**src/rtl/mem_port_arbiter_pkg.sv**
```systemverilog
// Shared types and constants for the fetch/data memory port arbiter.
package mem_port_arbiter_pkg;

  typedef enum logic [1:0] {
    ARB_IDLE = 2'd0,
    ARB_REQ  = 2'd1,
    ARB_WAIT = 2'd2,
    ARB_RESP = 2'd3
  } arb_state_e;

  localparam logic OWN_IF = 1'b0;
  localparam logic OWN_D  = 1'b1;

  // Memory is addressed in 8-byte words; the low three address bits are dropped.
  localparam logic [63:0] MEM_ALIGN_MASK = ~64'h7;

  function automatic logic [31:0] select_word(input logic hi, input logic [63:0] word);
    return hi ? word[63:32] : word[31:0];
  endfunction

endpackage

```
**src/rtl/mem_port_arbiter_starve.sv**
```systemverilog
// Saturating count of data grants won while a fetch waits; flags when the fetch must win.
module arb_starve_counter
  import mem_port_arbiter_pkg::*;
#(
  parameter int STARVE_LIMIT = 4,
  parameter int CNT_W        = 3
) (
  input  logic clk_i,
  input  logic rst_i,
  input  logic inc_i,
  input  logic clr_i,
  output logic force_if_o
);

  localparam logic [CNT_W-1:0] LIMIT_C = CNT_W'(STARVE_LIMIT);

  logic [CNT_W-1:0] cnt_q;
  logic [CNT_W-1:0] cnt_d;

  // Clear has priority so a fetch grant always restarts the count.
  always_comb begin
    cnt_d = cnt_q;
    if (clr_i) begin
      cnt_d = '0;
    end else if (inc_i && (cnt_q != LIMIT_C)) begin
      cnt_d = cnt_q + 1'b1;
    end
  end

  always_ff @(posedge clk_i) begin
    if (rst_i) begin
      cnt_q <= '0;
    end else begin
      cnt_q <= cnt_d;
    end
  end

  assign force_if_o = (cnt_q == LIMIT_C);

endmodule

```
**src/rtl/mem_port_arbiter.sv**
```systemverilog
// Shares one 64-bit memory port between instruction fetch and data accesses,
// one transaction at a time, with data priority bounded by a starvation counter.
module mem_port_arbiter
  import mem_port_arbiter_pkg::*;
#(
  parameter int ADDR_W       = 64,
  parameter int STARVE_LIMIT = 4,
  parameter int CNT_W        = 3
) (
  input  logic              clk_i,
  input  logic              rst_i,
  input  logic              if_req_i,
  input  logic [ADDR_W-1:0] if_addr_i,
  output logic              if_done_o,
  output logic [31:0]       if_rdata_o,
  input  logic              d_req_i,
  input  logic              d_wen_i,
  input  logic [ADDR_W-1:0] d_addr_i,
  input  logic [63:0]       d_wdata_i,
  input  logic [7:0]        d_wmask_i,
  output logic              d_done_o,
  output logic [63:0]       d_rdata_o,
  output logic              mem_valid_o,
  input  logic              mem_ready_i,
  output logic [ADDR_W-1:0] mem_addr_o,
  output logic              mem_wen_o,
  output logic [63:0]       mem_wdata_o,
  output logic [7:0]        mem_wmask_o,
  input  logic              mem_rvalid_i,
  input  logic [63:0]       mem_rdata_i,
  output logic              stall_if_o,
  output logic              stall_mem_o
);

  localparam logic [ADDR_W-1:0] ALIGN_MASK = MEM_ALIGN_MASK[ADDR_W-1:0];

  arb_state_e        state_q;
  logic              owner_q;
  logic              sel_hi_q;
  logic              mem_valid_q;
  logic              mem_wen_q;
  logic [ADDR_W-1:0] mem_addr_q;
  logic [63:0]       mem_wdata_q;
  logic [7:0]        mem_wmask_q;
  logic              if_done_q;
  logic              d_done_q;
  logic [31:0]       if_rdata_q;
  logic [63:0]       d_rdata_q;

  logic in_idle;
  logic force_if;
  logic grant_d;
  logic grant_if;
  logic cnt_inc;
  logic cnt_clr;

  assign in_idle  = (state_q == ARB_IDLE);
  assign grant_d  = in_idle & d_req_i & ~(if_req_i & force_if);
  assign grant_if = in_idle & if_req_i & ~grant_d;
  assign cnt_inc  = grant_d & if_req_i;
  assign cnt_clr  = grant_if | (in_idle & ~if_req_i);

  arb_starve_counter #(
    .STARVE_LIMIT(STARVE_LIMIT),
    .CNT_W       (CNT_W)
  ) u_starve (
    .clk_i     (clk_i),
    .rst_i     (rst_i),
    .inc_i     (cnt_inc),
    .clr_i     (cnt_clr),
    .force_if_o(force_if)
  );

  // Responses only count in WAIT, so stray or post-reset rvalids fall through.
  always_ff @(posedge clk_i) begin
    if (rst_i) begin
      state_q     <= ARB_IDLE;
      owner_q     <= OWN_IF;
      sel_hi_q    <= 1'b0;
      mem_valid_q <= 1'b0;
      mem_wen_q   <= 1'b0;
      mem_addr_q  <= '0;
      mem_wdata_q <= '0;
      mem_wmask_q <= '0;
      if_done_q   <= 1'b0;
      d_done_q    <= 1'b0;
      if_rdata_q  <= '0;
      d_rdata_q   <= '0;
    end else begin
      if_done_q <= 1'b0;
      d_done_q  <= 1'b0;
      case (state_q)
        ARB_IDLE: begin
          if (grant_d) begin
            owner_q     <= OWN_D;
            mem_addr_q  <= d_addr_i & ALIGN_MASK;
            mem_wen_q   <= d_wen_i;
            mem_wdata_q <= d_wdata_i;
            mem_wmask_q <= d_wen_i ? d_wmask_i : 8'h00;
            mem_valid_q <= 1'b1;
            state_q     <= ARB_REQ;
          end else if (grant_if) begin
            owner_q     <= OWN_IF;
            sel_hi_q    <= if_addr_i[2];
            mem_addr_q  <= if_addr_i & ALIGN_MASK;
            mem_wen_q   <= 1'b0;
            mem_wdata_q <= '0;
            mem_wmask_q <= 8'h00;
            mem_valid_q <= 1'b1;
            state_q     <= ARB_REQ;
          end
        end
        ARB_REQ: begin
          if (mem_ready_i) begin
            mem_valid_q <= 1'b0;
            state_q     <= ARB_WAIT;
          end
        end
        ARB_WAIT: begin
          if (mem_rvalid_i) begin
            if (owner_q == OWN_D) begin
              d_done_q  <= 1'b1;
              d_rdata_q <= mem_rdata_i;
            end else begin
              if_done_q  <= 1'b1;
              if_rdata_q <= select_word(sel_hi_q, mem_rdata_i);
            end
            state_q <= ARB_RESP;
          end
        end
        ARB_RESP: state_q <= ARB_IDLE;
        default:  state_q <= ARB_IDLE;
      endcase
    end
  end

  assign mem_valid_o = mem_valid_q;
  assign mem_addr_o  = mem_addr_q;
  assign mem_wen_o   = mem_wen_q;
  assign mem_wdata_o = mem_wdata_q;
  assign mem_wmask_o = mem_wmask_q;
  assign if_done_o   = if_done_q;
  assign if_rdata_o  = if_rdata_q;
  assign d_done_o    = d_done_q;
  assign d_rdata_o   = d_rdata_q;
  assign stall_if_o  = if_req_i & ~if_done_q;
  assign stall_mem_o = d_req_i & ~d_done_q;

endmodule
```
**config.mk**
```make
export PLATFORM = sky130hd
export DESIGN_NAME = mem_port_arbiter
export DESIGN_NICKNAME = d
export VERILOG_FILES = /design/src/rtl/mem_port_arbiter_pkg.sv /design/src/rtl/mem_port_arbiter_starve.sv /design/src/rtl/mem_port_arbiter.sv
export SDC_FILE = /design/constraint.sdc
export NUM_CORES = 1
export LEC_CHECK = 0
export ABC_AREA = 1
export BUFFER_PORTS_ARGS = -buffer_cell sky130_fd_sc_hd__buf_2
export CAP_MARGIN = 20
export CORE_AREA = 2 2 197 199
export CTS_CLUSTER_DIAMETER = 80
export DETAILED_ROUTE_END_ITERATION = 6
export DIE_AREA = 0 0 199 201
export SLEW_MARGIN = 30
export SYNTH_ARGS = -nofsm -noshare
export SYNTH_HDL_FRONTEND = slang
export SYNTH_HIERARCHICAL = 1
export SYNTH_SLANG_ARGS = --single-unit
```
**constraint.sdc**
```tcl
create_clock -name clk_i -period 2.3 [get_ports clk_i]
set_clock_uncertainty 0.15 [all_clocks]
set_input_delay 0.23 -clock clk_i [delete_from_list [all_inputs] [get_ports clk_i]]
set_output_delay 0.23 -clock clk_i [all_outputs]
set_load 0.02 [all_outputs]
```
==> reports/qor.json, run 1 <==
{
  "run_status": {
    "status": "finished, final reports clean"
  },
  "route": {
    "routed_wire_length_per_instance_um": 14.8,
    "dr_total_vias": 12368,
    "routed_via_density": 4.56,
    "number_of_drc_violations_after_detailed_routing": 0,
    "drt_pass1_iterations": 5,
    "antenna_left": 0,
    "finalWirelength_um": 40100,
    "drtIter0Drc": 618
  },
  "clocking": {
    "clkTransAtPathRegs_ns": 0.06,
    "cts.path.max_buffers": 3,
    "cts_made_buffers": 28,
    "cts_tree": "done",
    "post_cts.resized_instances": 0,
    "cell_chosen_for_the_clock_root": "sky130_fd_sc_hd__clkbuf_16",
    "hold_buffers": 262,
    "clk_latency_worst_skew_pair_ns": 0.56,
    "clkSinkCount": 240,
    "cts_h_tree_depth": 1,
    "cts_post_setup_buffers_inserted": 0
  },
  "setup_path": {
    "timing.critical_path.fanout_max": 6,
    "critPathTopFamily": "simple AND/OR/NAND/NOR gates",
    "timing_worst_setup_path_type": "reg2reg",
    "critPathSlowestCell": "sky130_fd_sc_hd__dfxtp_1",
    "worstPathCellList": "inv_1, ha_1, nand2_2, inv_1, nand2_2, nand2_2, nor2_1, nor2_1, nor2_1, nand2_1, nor2_1",
    "r2r_setup_slack_ns": 0.24,
    "worstPathArrival_ns": 2.41,
    "worstSetupStartpoint": "u_starve/cnt_q[0]",
    "crit-reg2reg-launch": "u_starve/cnt_q[0]",
    "critical_path.reg2reg.endpoint": "u_starve/cnt_q[0]",
    "worst_r2r_path_depth": 11,
    "timing.critical_path.to_type": "register",
    "worst_setup_path_start_kind": "register",
    "critical_path_depth": 11,
    "timing.critical_path.buf_inv": 2,
    "crit_path_end": "u_starve/cnt_q[0]",
    "timing.critical_path.mode_cell": "sky130_fd_sc_hd__nor2_1",
    "critical-path-max-stage-delay_ns": 0.39,
    "worstPathRequired_ns": 2.65
  },
  "power_and_ir_drop": {
    "vdd_ir_drop_max_mv": 0.533,
    "cellPowerDensity_nw_per_um2": 973,
    "power.static_leakage_nw": 8.58
  },
  "timing": {
    "max_slew.worst_pin.slew_ns": 0.621,
    "post-route-period-util_pct": 89.5,
    "fmax_mhz": 486,
    "rsz0062_at_grt": "no",
    "final_hold_viol_count": 0,
    "slew-limit-headroom_pct": 58.6,
    "report.final.slew_viol_count": 0,
    "shortest_clock_period_the_worst_path_allows_after_layout_ns": 2.06,
    "total_negative_slack_ns": 0,
    "finalSetupViolations": 0
  },
  "global_route": {
    "globalRouteOverflowTotal": 0,
    "initial_antenna_violation_count": 2,
    "grt_first_pass_wirelength_um": 60500,
    "maximum_number_of_pins_on_one_net_before_global_route_repair": 78,
    "gr_usage_total_pct": 18.7,
    "first_global_vias": 11852
  },
  "logic_synthesis": {
    "postSynthAreaPerCell_sq_um": 6.96,
    "synthDistinctLibCells": 18,
    "postSynthRegisterBits": 240,
    "synth_top_area_cell": "sky130_fd_sc_hd__dfxtp_1",
    "synth-seq-area-share_pct": 47.3,
    "netlist_area_sq_um": 10200,
    "yosys-top-cells-area": "sky130_fd_sc_hd__dfxtp_1 47%, sky130_fd_sc_hd__nand3_1 10%, sky130_fd_sc_hd__o21ai_0 9.3%, sky130_fd_sc_hd__nand2_1 8.8%, sky130_fd_sc_hd__inv_1 8.7%",
    "synth_largest_type_area_fraction_pct": 47.3,
    "yosys_warnings": 6,
    "syn_inst": 1460
  },
  "floorplan": {
    "design.die.area_sq_um": 40000,
    "die_x_um": 199,
    "core_sq_um": 38100,
    "die_height_um": 201,
    "ioPinCount": 509,
    "initial_utilization_pct": 26.7,
    "rows": 72
  },
  "flow_run": {
    "cap_violations": 0
  },
  "finish": {
    "fillCellCount": 3719,
    "layout_common_cells": "500 x sky130_fd_sc_hd__buf_2, 262 x sky130_fd_sc_hd__dlygate4sd3_1, 239 x sky130_fd_sc_hd__dfxtp_1",
    "multi_input_area_sq_um": 4050,
    "layout-area-overhead-vs-synth_pct": 65.6,
    "finalCoreUtilization_pct": 44.2,
    "seq_area_sq_um": 4810,
    "final_layout_size_suffix_gt1_share_pct": 26.9,
    "layout.nets": 2446,
    "final_common_cell": "sky130_fd_sc_hd__buf_2"
  },
  "worst_hold_path": {
    "hold_path.class": "in2reg"
  },
  "placed_design": {
    "place.gp.congestion": 0.905,
    "placement.io_buffers": 500,
    "dp.final_hpwl_um": 25400
  }
}
==> per-stage QoR <==
stage | instances | hold WS, ns | total power (W) | area [sq um] | setup WS, ns
after floorplan | 1462 | 0.224 | 0.00933 | 10200 | 0.310
after global routing | 2709 | 0.0874 | 0.0174 | 16800 | 0.0672
after detailed placement | 2396 | 0.280 | 0.0115 | 13200 | 0.276
after global placement | 2396 | 0.278 | 0.0114 | 13200 | 0.330
after CTS | 2708 | 0.0441 | 0.0165 | 16800 | 0.260
final | 2710 | 0.0590 | 0.0164 | 16800 | 0.243
==> kinds of logic after synthesis <==
logic type               synth area share [%]
buffers and inverters                    13.3
AND/OR/NAND/NOR                          22.3
flip-flops                               47.3
adder cells (fa/ha/maj)                 0.616
other                                  0.0369
AO/OA/AOI/OAI                            16.4
==> worst min path at each step <==
stage | startpoint | endpoint | cells past startpoint
after global routing | rst_i | mem_wdata_o[45] | 3
after global placement | d_rdata_o[23] | d_rdata_o[23] | 2
after detailed placement | d_rdata_o[22] | d_rdata_o[22] | 2
after CTS | rst_i | if_rdata_o[10] | 4
after floorplan | d_wdata_i[19] | mem_wdata_o[19] | 2
final | rst_i | mem_wdata_o[31] | 3
==> flip-flops by register name, summed over array words and instances, names as in the netlist <==
name / count
if_rdata_o: 32
mem_wen_o: 1
owner_q: 1
d_done_o: 1
d_rdata_o: 64
u_starve/cnt_q: 3
state_q: 2
mem_wmask_o: 8
mem_wdata_o: 64
if_done_o: 1
mem_valid_o: 1
mem_addr_o: 61
sel_hi_q: 1
==> Yosys cell counts <==
library cell               count
sky130_fd_sc_hd__dfxtp_1     240
sky130_fd_sc_hd__nand2_1     238
sky130_fd_sc_hd__inv_1       236
sky130_fd_sc_hd__nand3_1     210
sky130_fd_sc_hd__o21ai_0     189
sky130_fd_sc_hd__a21oi_1     143
sky130_fd_sc_hd__nor2_1       81
sky130_fd_sc_hd__clkbuf_1     75
sky130_fd_sc_hd__buf_2        25
sky130_fd_sc_hd__buf_1         9
sky130_fd_sc_hd__ha_1          5
sky130_fd_sc_hd__buf_4         3
sky130_fd_sc_hd__a21oi_2       1
sky130_fd_sc_hd__conb_1        1
sky130_fd_sc_hd__inv_2         1
sky130_fd_sc_hd__nand2_2       1
sky130_fd_sc_hd__nand3b_1      1
sky130_fd_sc_hd__nand4_1       1
==> final cells by class <==
cell class	instances	area share [%]
sequential	240	28.6
clock buffer	36	4.76
inverter	237	5.30
timing repair buffer	790	32.5
antenna	2	0.0297
multi-input combinational	873	24.1
tap	518	3.85
clock inverter	14	0.892
==> where the power goes <==
group          switching [W]  leakage [nW]  total, W  internal (W)
clock network        0.00185         0.465   0.00454       0.00269
logic                0.00420          6.16   0.00642       0.00223
registers           0.000428          1.96   0.00542       0.00499
total                0.00647          8.58    0.0164       0.00990
==> worst min-delay path: stages <==
cell,delay (ns)
sky130_fd_sc_hd__buf_2,0.15
sky130_fd_sc_hd__buf_12,0.20
sky130_fd_sc_hd__a21oi_1,0.14
==> layer usage <==
| layer | vias up | share of wire, % | global-route usage (%) |
|---|---|---|---|
| met1 | 5579 | 39 | 20.7 |
| li1 | 6039 | - | - |
| met4 | 0 | 4.9 | 9.89 |
| met5 | - | 0 | 0 |
| met2 | 606 | 46 | 32.0 |
| met3 | 144 | 9.2 | 5.54 |
(Power assumes the default switching activity.)
==> run 2: changes to the inputs <==
RECOVER_POWER = 25   (was not set)
==> run 2 against run 1 <==
Cell count did not move. Largest power group unchanged. Critical endpoint is now d_rdata_o[19]. Global-route usage is the same. Sequential power barely moved. Clock power is essentially flat. Maximum frequency shrank 0.19%. Total power down 0.69%. Die area unchanged. Sequential share of layout area is 0.25 points higher. Via count grew 0.50%. Combinational power shrank 2%. Sequential cell count did not move.
==> reports/qor.json, run 2 (synthesis results as in run 1) <==
{
  "floorplan": {
    "die_height_um": 201,
    "die_x_um": 199,
    "design.die.area_sq_um": 40000,
    "rows": 72,
    "core_sq_um": 38100,
    "ioPinCount": 509,
    "initial_utilization_pct": 26.7
  },
  "global_route": {
    "gr_usage_total_pct": 18.7,
    "grt_first_pass_wirelength_um": 60500,
    "maximum_number_of_pins_on_one_net_before_global_route_repair": 78,
    "first_global_vias": 11852,
    "globalRouteOverflowTotal": 0,
    "initial_antenna_violation_count": 2
  },
  "run_status": {
    "status": "finished, final reports clean"
  },
  "route": {
    "antenna_left": 0,
    "routed_wire_length_per_instance_um": 14.8,
    "drt_pass1_iterations": 6,
    "finalWirelength_um": 40200,
    "number_of_drc_violations_after_detailed_routing": 0,
    "drtIter0Drc": 650,
    "routed_via_density": 4.59,
    "dr_total_vias": 12430
  },
  "finish": {
    "final_layout_size_suffix_gt1_share_pct": 21.5,
    "final_common_cell": "sky130_fd_sc_hd__buf_2",
    "layout_common_cells": "382 x sky130_fd_sc_hd__buf_2, 262 x sky130_fd_sc_hd__dlygate4sd3_1, 239 x sky130_fd_sc_hd__dfxtp_1",
    "layout-area-overhead-vs-synth_pct": 64.1,
    "layout.nets": 2446,
    "fillCellCount": 3792
  },
  "clocking": {
    "cts.path.max_buffers": 3,
    "cell_chosen_for_the_clock_root": "sky130_fd_sc_hd__clkbuf_16",
    "cts_tree": "done",
    "clk_latency_worst_skew_pair_ns": 0.56,
    "cts_made_buffers": 28,
    "clkSinkCount": 240,
    "cts_h_tree_depth": 1,
    "clkTransAtPathRegs_ns": 0.06
  },
  "timing": {
    "shortest_clock_period_the_worst_path_allows_after_layout_ns": 2.06,
    "fmax_mhz": 485,
    "final_hold_viol_count": 0,
    "slew-limit-headroom_pct": 60.2,
    "report.final.slew_viol_count": 0,
    "finalSetupViolations": 0,
    "post-route-period-util_pct": 89.6,
    "rsz0062_at_grt": "no",
    "max_slew.worst_pin.slew_ns": 0.597,
    "total_negative_slack_ns": 0,
    "holdWs_ns": 0.0643
  },
  "flow_run": {
    "cap_violations": 0
  },
  "setup_path": {
    "worst_setup_path_start_kind": "register",
    "worstPathRequired_ns": 2.58,
    "worstPathArrival_ns": 2.34,
    "timing.critical_path.to_type": "register",
    "timing.critical_path.fanout_max": 38,
    "timing_worst_setup_path_type": "reg2reg"
  },
  "placed_design": {
    "dp.final_hpwl_um": 25400,
    "placement.io_buffers": 500,
    "place.gp.congestion": 0.905
  },
  "worst_hold_path": {
    "hold_path.class": "in2reg"
  },
  "power_and_ir_drop": {
    "power.static_leakage_nw": 8.11,
    "vdd_ir_drop_max_mv": 0.533,
    "cellPowerDensity_nw_per_um2": 975
  }
}
-- run 2: changes by cell type in the layout (fill, tap and decap cells not counted), sizes merged --
| cell | change |
|---|---|
| buf | -118 |
| clkbuf | +118 |
-- run 2: final cells by class --
| cell class | count | area (sq um) | area share (%) |
|---|---|---|---|
| Clock inverter | 14 | 150 | 0.900 |
| Sequential cell | 240 | 4810 | 28.8 |
| Antenna cell | 2 | 5.00 | 0.0300 |
| Inverter | 237 | 892 | 5.35 |
| Timing Repair Buffer | 790 | 5330 | 31.9 |
| Multi-Input combinational cell | 873 | 4050 | 24.3 |
| Clock buffer | 36 | 801 | 4.80 |
| Tap cell | 518 | 648 | 3.89 |
-- run 2: worst paths after layout --
kind / slack [ns] / cells after the start / to / startpoint
setup / recovery: 0.24 / 6 / d_rdata_o[19] / state_q[0]
hold reg to reg: 0.29 / 2 / d_rdata_o[22] / d_rdata_o[22]
hold / removal: 0.06 / 3 / mem_wdata_o[31] / rst_i
setup reg to reg: 0.24 / 6 / d_rdata_o[19] / state_q[0]
-- run 2: routing by layer --
metal | vias up | GRT usage (%) | wire length, um
met4 | 0 | 9.89 | 1930
met3 | 140 | 5.54 | 3700
met5 | - | 0 | 0
met2 | 620 | 32.0 | 18700
met1 | 5630 | 20.7 | 15900
li1 | 6040 | - | -
-- run 2: metrics by stage --
step	utilization (%)	cells	power [W]	setup WS [ns]	cell area, sq um
6_report	43.8	2710	0.0163	0.239	16700
5_1_grt	43.8	2709	0.0173	0.0672	16700
4_1_cts	44.1	2708	0.0165	0.260	16800
3_5_place_dp	34.8	2396	0.0115	0.276	13200
3_3_place_gp	34.8	2396	0.0114	0.330	13200
2_1_floorplan	-	1462	0.00933	0.310	10200
-- run 2: where the power goes --
group	switching (W)	internal, W	leakage, nW
registers	0.000443	0.00499	1.96
clock network	0.00184	0.00269	0.465
logic	0.00420	0.00210	5.68
-- run 2: critical path: stages (launching register included) --
cell and delay (ns):
sky130_fd_sc_hd__dfxtp_1 0.31, sky130_fd_sc_hd__inv_1 0.09, sky130_fd_sc_hd__ha_1 0.27, sky130_fd_sc_hd__nand3_4 0.42, sky130_fd_sc_hd__buf_4 0.34, sky130_fd_sc_hd__o21ai_0 0.24
sky130_fd_sc_hd__a21oi_1 0.07
-- run 2: repair_timing --
action,4_1_cts,5_1_grt
setup endpoints to repair,0,0
gates resized for setup,0,0
buffers inserted,0,0
endpoints found under the hold margin,233,0
hold buffers,262,0
==> run 3: changes to the inputs <==
MAX_ROUTING_LAYER = met4   (was not set)
==> run 3 against run 2 <==
Combinational power about the same. Register-to-register slack about the same. First-iteration DRC count increased by 2.5%. Die area unchanged. Clock power about the same. Setup slack got worse by 0.0062 ns. Largest power group unchanged.
==> reports/qor.json, run 3 (synthesis results as in run 1) <==
{
  "run_status": {
    "status": "finished, final reports clean"
  },
  "setup_path": {
    "timing.critical_path.fanout_max": 38,
    "timing.critical_path.buf_inv": 2,
    "worstPathArrival_ns": 2.35,
    "critPathTopFamily": "buffers and inverters",
    "timing_worst_setup_path_type": "reg2reg",
    "critPathSlowestCell": "sky130_fd_sc_hd__nand3_4",
    "worstPathCellList": "inv_1, ha_1, nand3_4, buf_4, o21ai_0, a21oi_1",
    "critical-path-max-stage-delay_ns": 0.43,
    "timing.critical_path.to_type": "register",
    "worst_setup_path_start_kind": "register",
    "worstPathRequired_ns": 2.58
  },
  "route": {
    "route.met3.wl_um": 3460,
    "number_of_drc_violations_after_detailed_routing": 0,
    "drt_pass1_iterations": 6,
    "routed_via_density": 4.58,
    "drtIter0Drc": 666,
    "finalWirelength_um": 40200,
    "detail_route.wirelength.met1_um": 16000,
    "dr_total_vias": 12409,
    "route.top_layer_used": "met4",
    "antenna_left": 0,
    "routed_wire_length_per_instance_um": 14.9,
    "routed-wl-met2_um": 18900
  },
  "clocking": {
    "cts_post_setup_buffers_inserted": 0,
    "post_cts.resized_instances": 0,
    "cell_chosen_for_the_clock_root": "sky130_fd_sc_hd__clkbuf_16",
    "cts_h_tree_depth": 1,
    "clkSinkCount": 240,
    "cts_made_buffers": 28,
    "clkTransAtPathRegs_ns": 0.06,
    "hold_buffers": 262,
    "cts.path.max_buffers": 3,
    "cts_tree": "done",
    "clk_latency_worst_skew_pair_ns": 0.56
  },
  "global_route": {
    "maximum_number_of_pins_on_one_net_before_global_route_repair": 78,
    "globalRouteOverflowTotal": 0,
    "initial_antenna_violation_count": 1,
    "gr_usage_total_pct": 19.2,
    "grt_first_pass_wirelength_um": 60100,
    "first_global_vias": 11848
  },
  "timing": {
    "post-route-period-util_pct": 89.9,
    "final_hold_viol_count": 0,
    "total_negative_slack_ns": 0,
    "slew-limit-headroom_pct": 60.3,
    "rsz0062_at_grt": "no",
    "max_slew.worst_pin.slew_ns": 0.595,
    "postLayoutSetupSlackWorst_ns": 0.233,
    "finalSetupViolations": 0,
    "fmax_mhz": 484,
    "report.final.slew_viol_count": 0,
    "shortest_clock_period_the_worst_path_allows_after_layout_ns": 2.07
  },
  "flow_run": {
    "cap_violations": 0
  },
  "placed_design": {
    "place.gp.congestion": 0.921,
    "dp_slack_ns": 0.276,
    "dp.final_hpwl_um": 25400,
    "placement.io_buffers": 500
  },
  "finish": {
    "layout-area-overhead-vs-synth_pct": 64.1,
    "final_common_cell": "sky130_fd_sc_hd__buf_2",
    "layout.nets": 2446,
    "final_layout_size_suffix_gt1_share_pct": 21.5,
    "multi_input_area_sq_um": 4050,
    "layout_common_cells": "382 x sky130_fd_sc_hd__buf_2, 262 x sky130_fd_sc_hd__dlygate4sd3_1, 239 x sky130_fd_sc_hd__dfxtp_1",
    "seq_area_sq_um": 4810,
    "fillCellCount": 3791
  },
  "floorplan": {
    "core_sq_um": 38100,
    "ioPinCount": 509,
    "initial_utilization_pct": 26.7,
    "rows": 72,
    "die_height_um": 201,
    "design.die.area_sq_um": 40000,
    "die_x_um": 199
  },
  "power_and_ir_drop": {
    "cellPowerDensity_nw_per_um2": 975,
    "power.static_leakage_nw": 8.11,
    "vdd_ir_drop_max_mv": 0.533
  },
  "worst_hold_path": {
    "hold_path.class": "in2reg"
  }
}
==> run 3: power breakdown <==
| group | leakage, nW | internal, W | switching (W) | total (W) |
|---|---|---|---|---|
| clock | 0.465 | 0.00269 | 0.00185 | 0.00454 |
| sequential | 1.96 | 0.00499 | 0.000442 | 0.00543 |
| combinational | 5.68 | 0.00210 | 0.00420 | 0.00630 |
| total | 8.11 | 0.00978 | 0.00649 | 0.0163 |
==> run 3: layer usage <==
metal | vias to the layer above | track usage (%)
li1 | 6042 | -
met5 | - | -
met2 | 630 | 32.2
met1 | 5591 | 21.2
met4 | 0 | 9.36
met3 | 146 | 4.40
==> run 3: final cells by class <==
type	count	area share, %
flip-flops and latches	240	28.8
clock buffers	36	4.80
inverters	237	5.35
repair buffers	790	31.9
diodes	1	0.0150
well taps	518	3.89
multi-input cells	873	24.3
clock inverters	14	0.900
==> run 3: stage by stage <==
| stage | utilization (%) | power, W | hold slack (ns) | area (sq um) | std cells |
|---|---|---|---|---|---|
| floorplan | - | 0.00933 | 0.224 | 10200 | 1462 |
| finish | 43.8 | 0.0163 | 0.0616 | 16700 | 2709 |
| global route | 43.8 | 0.0173 | 0.0874 | 16700 | 2708 |
| global placement | 34.8 | 0.0114 | 0.278 | 13200 | 2396 |
| CTS | 44.1 | 0.0165 | 0.0441 | 16800 | 2708 |
| detailed placement | 34.8 | 0.0115 | 0.280 | 13200 | 2396 |
==> run 3: final timing paths <==
check | to | slack [ns] | from | depth (start not counted)
worst max register to register | d_rdata_o[19] | 0.23 | state_q[0] | 6
worst min-delay path | mem_wdata_o[31] | 0.06 | rst_i | 3
worst min register to register | d_rdata_o[22] | 0.29 | d_rdata_o[22] | 2
worst max-delay path | d_rdata_o[19] | 0.23 | state_q[0] | 6
==> run 3: worst register-to-register path: stages, from the launching register on <==
cell and delay [ns]:
sky130_fd_sc_hd__dfxtp_1 0.31, sky130_fd_sc_hd__inv_1 0.09, sky130_fd_sc_hd__ha_1 0.28, sky130_fd_sc_hd__nand3_4 0.43
sky130_fd_sc_hd__buf_4 0.36, sky130_fd_sc_hd__o21ai_0 0.23, sky130_fd_sc_hd__a21oi_1 0.07
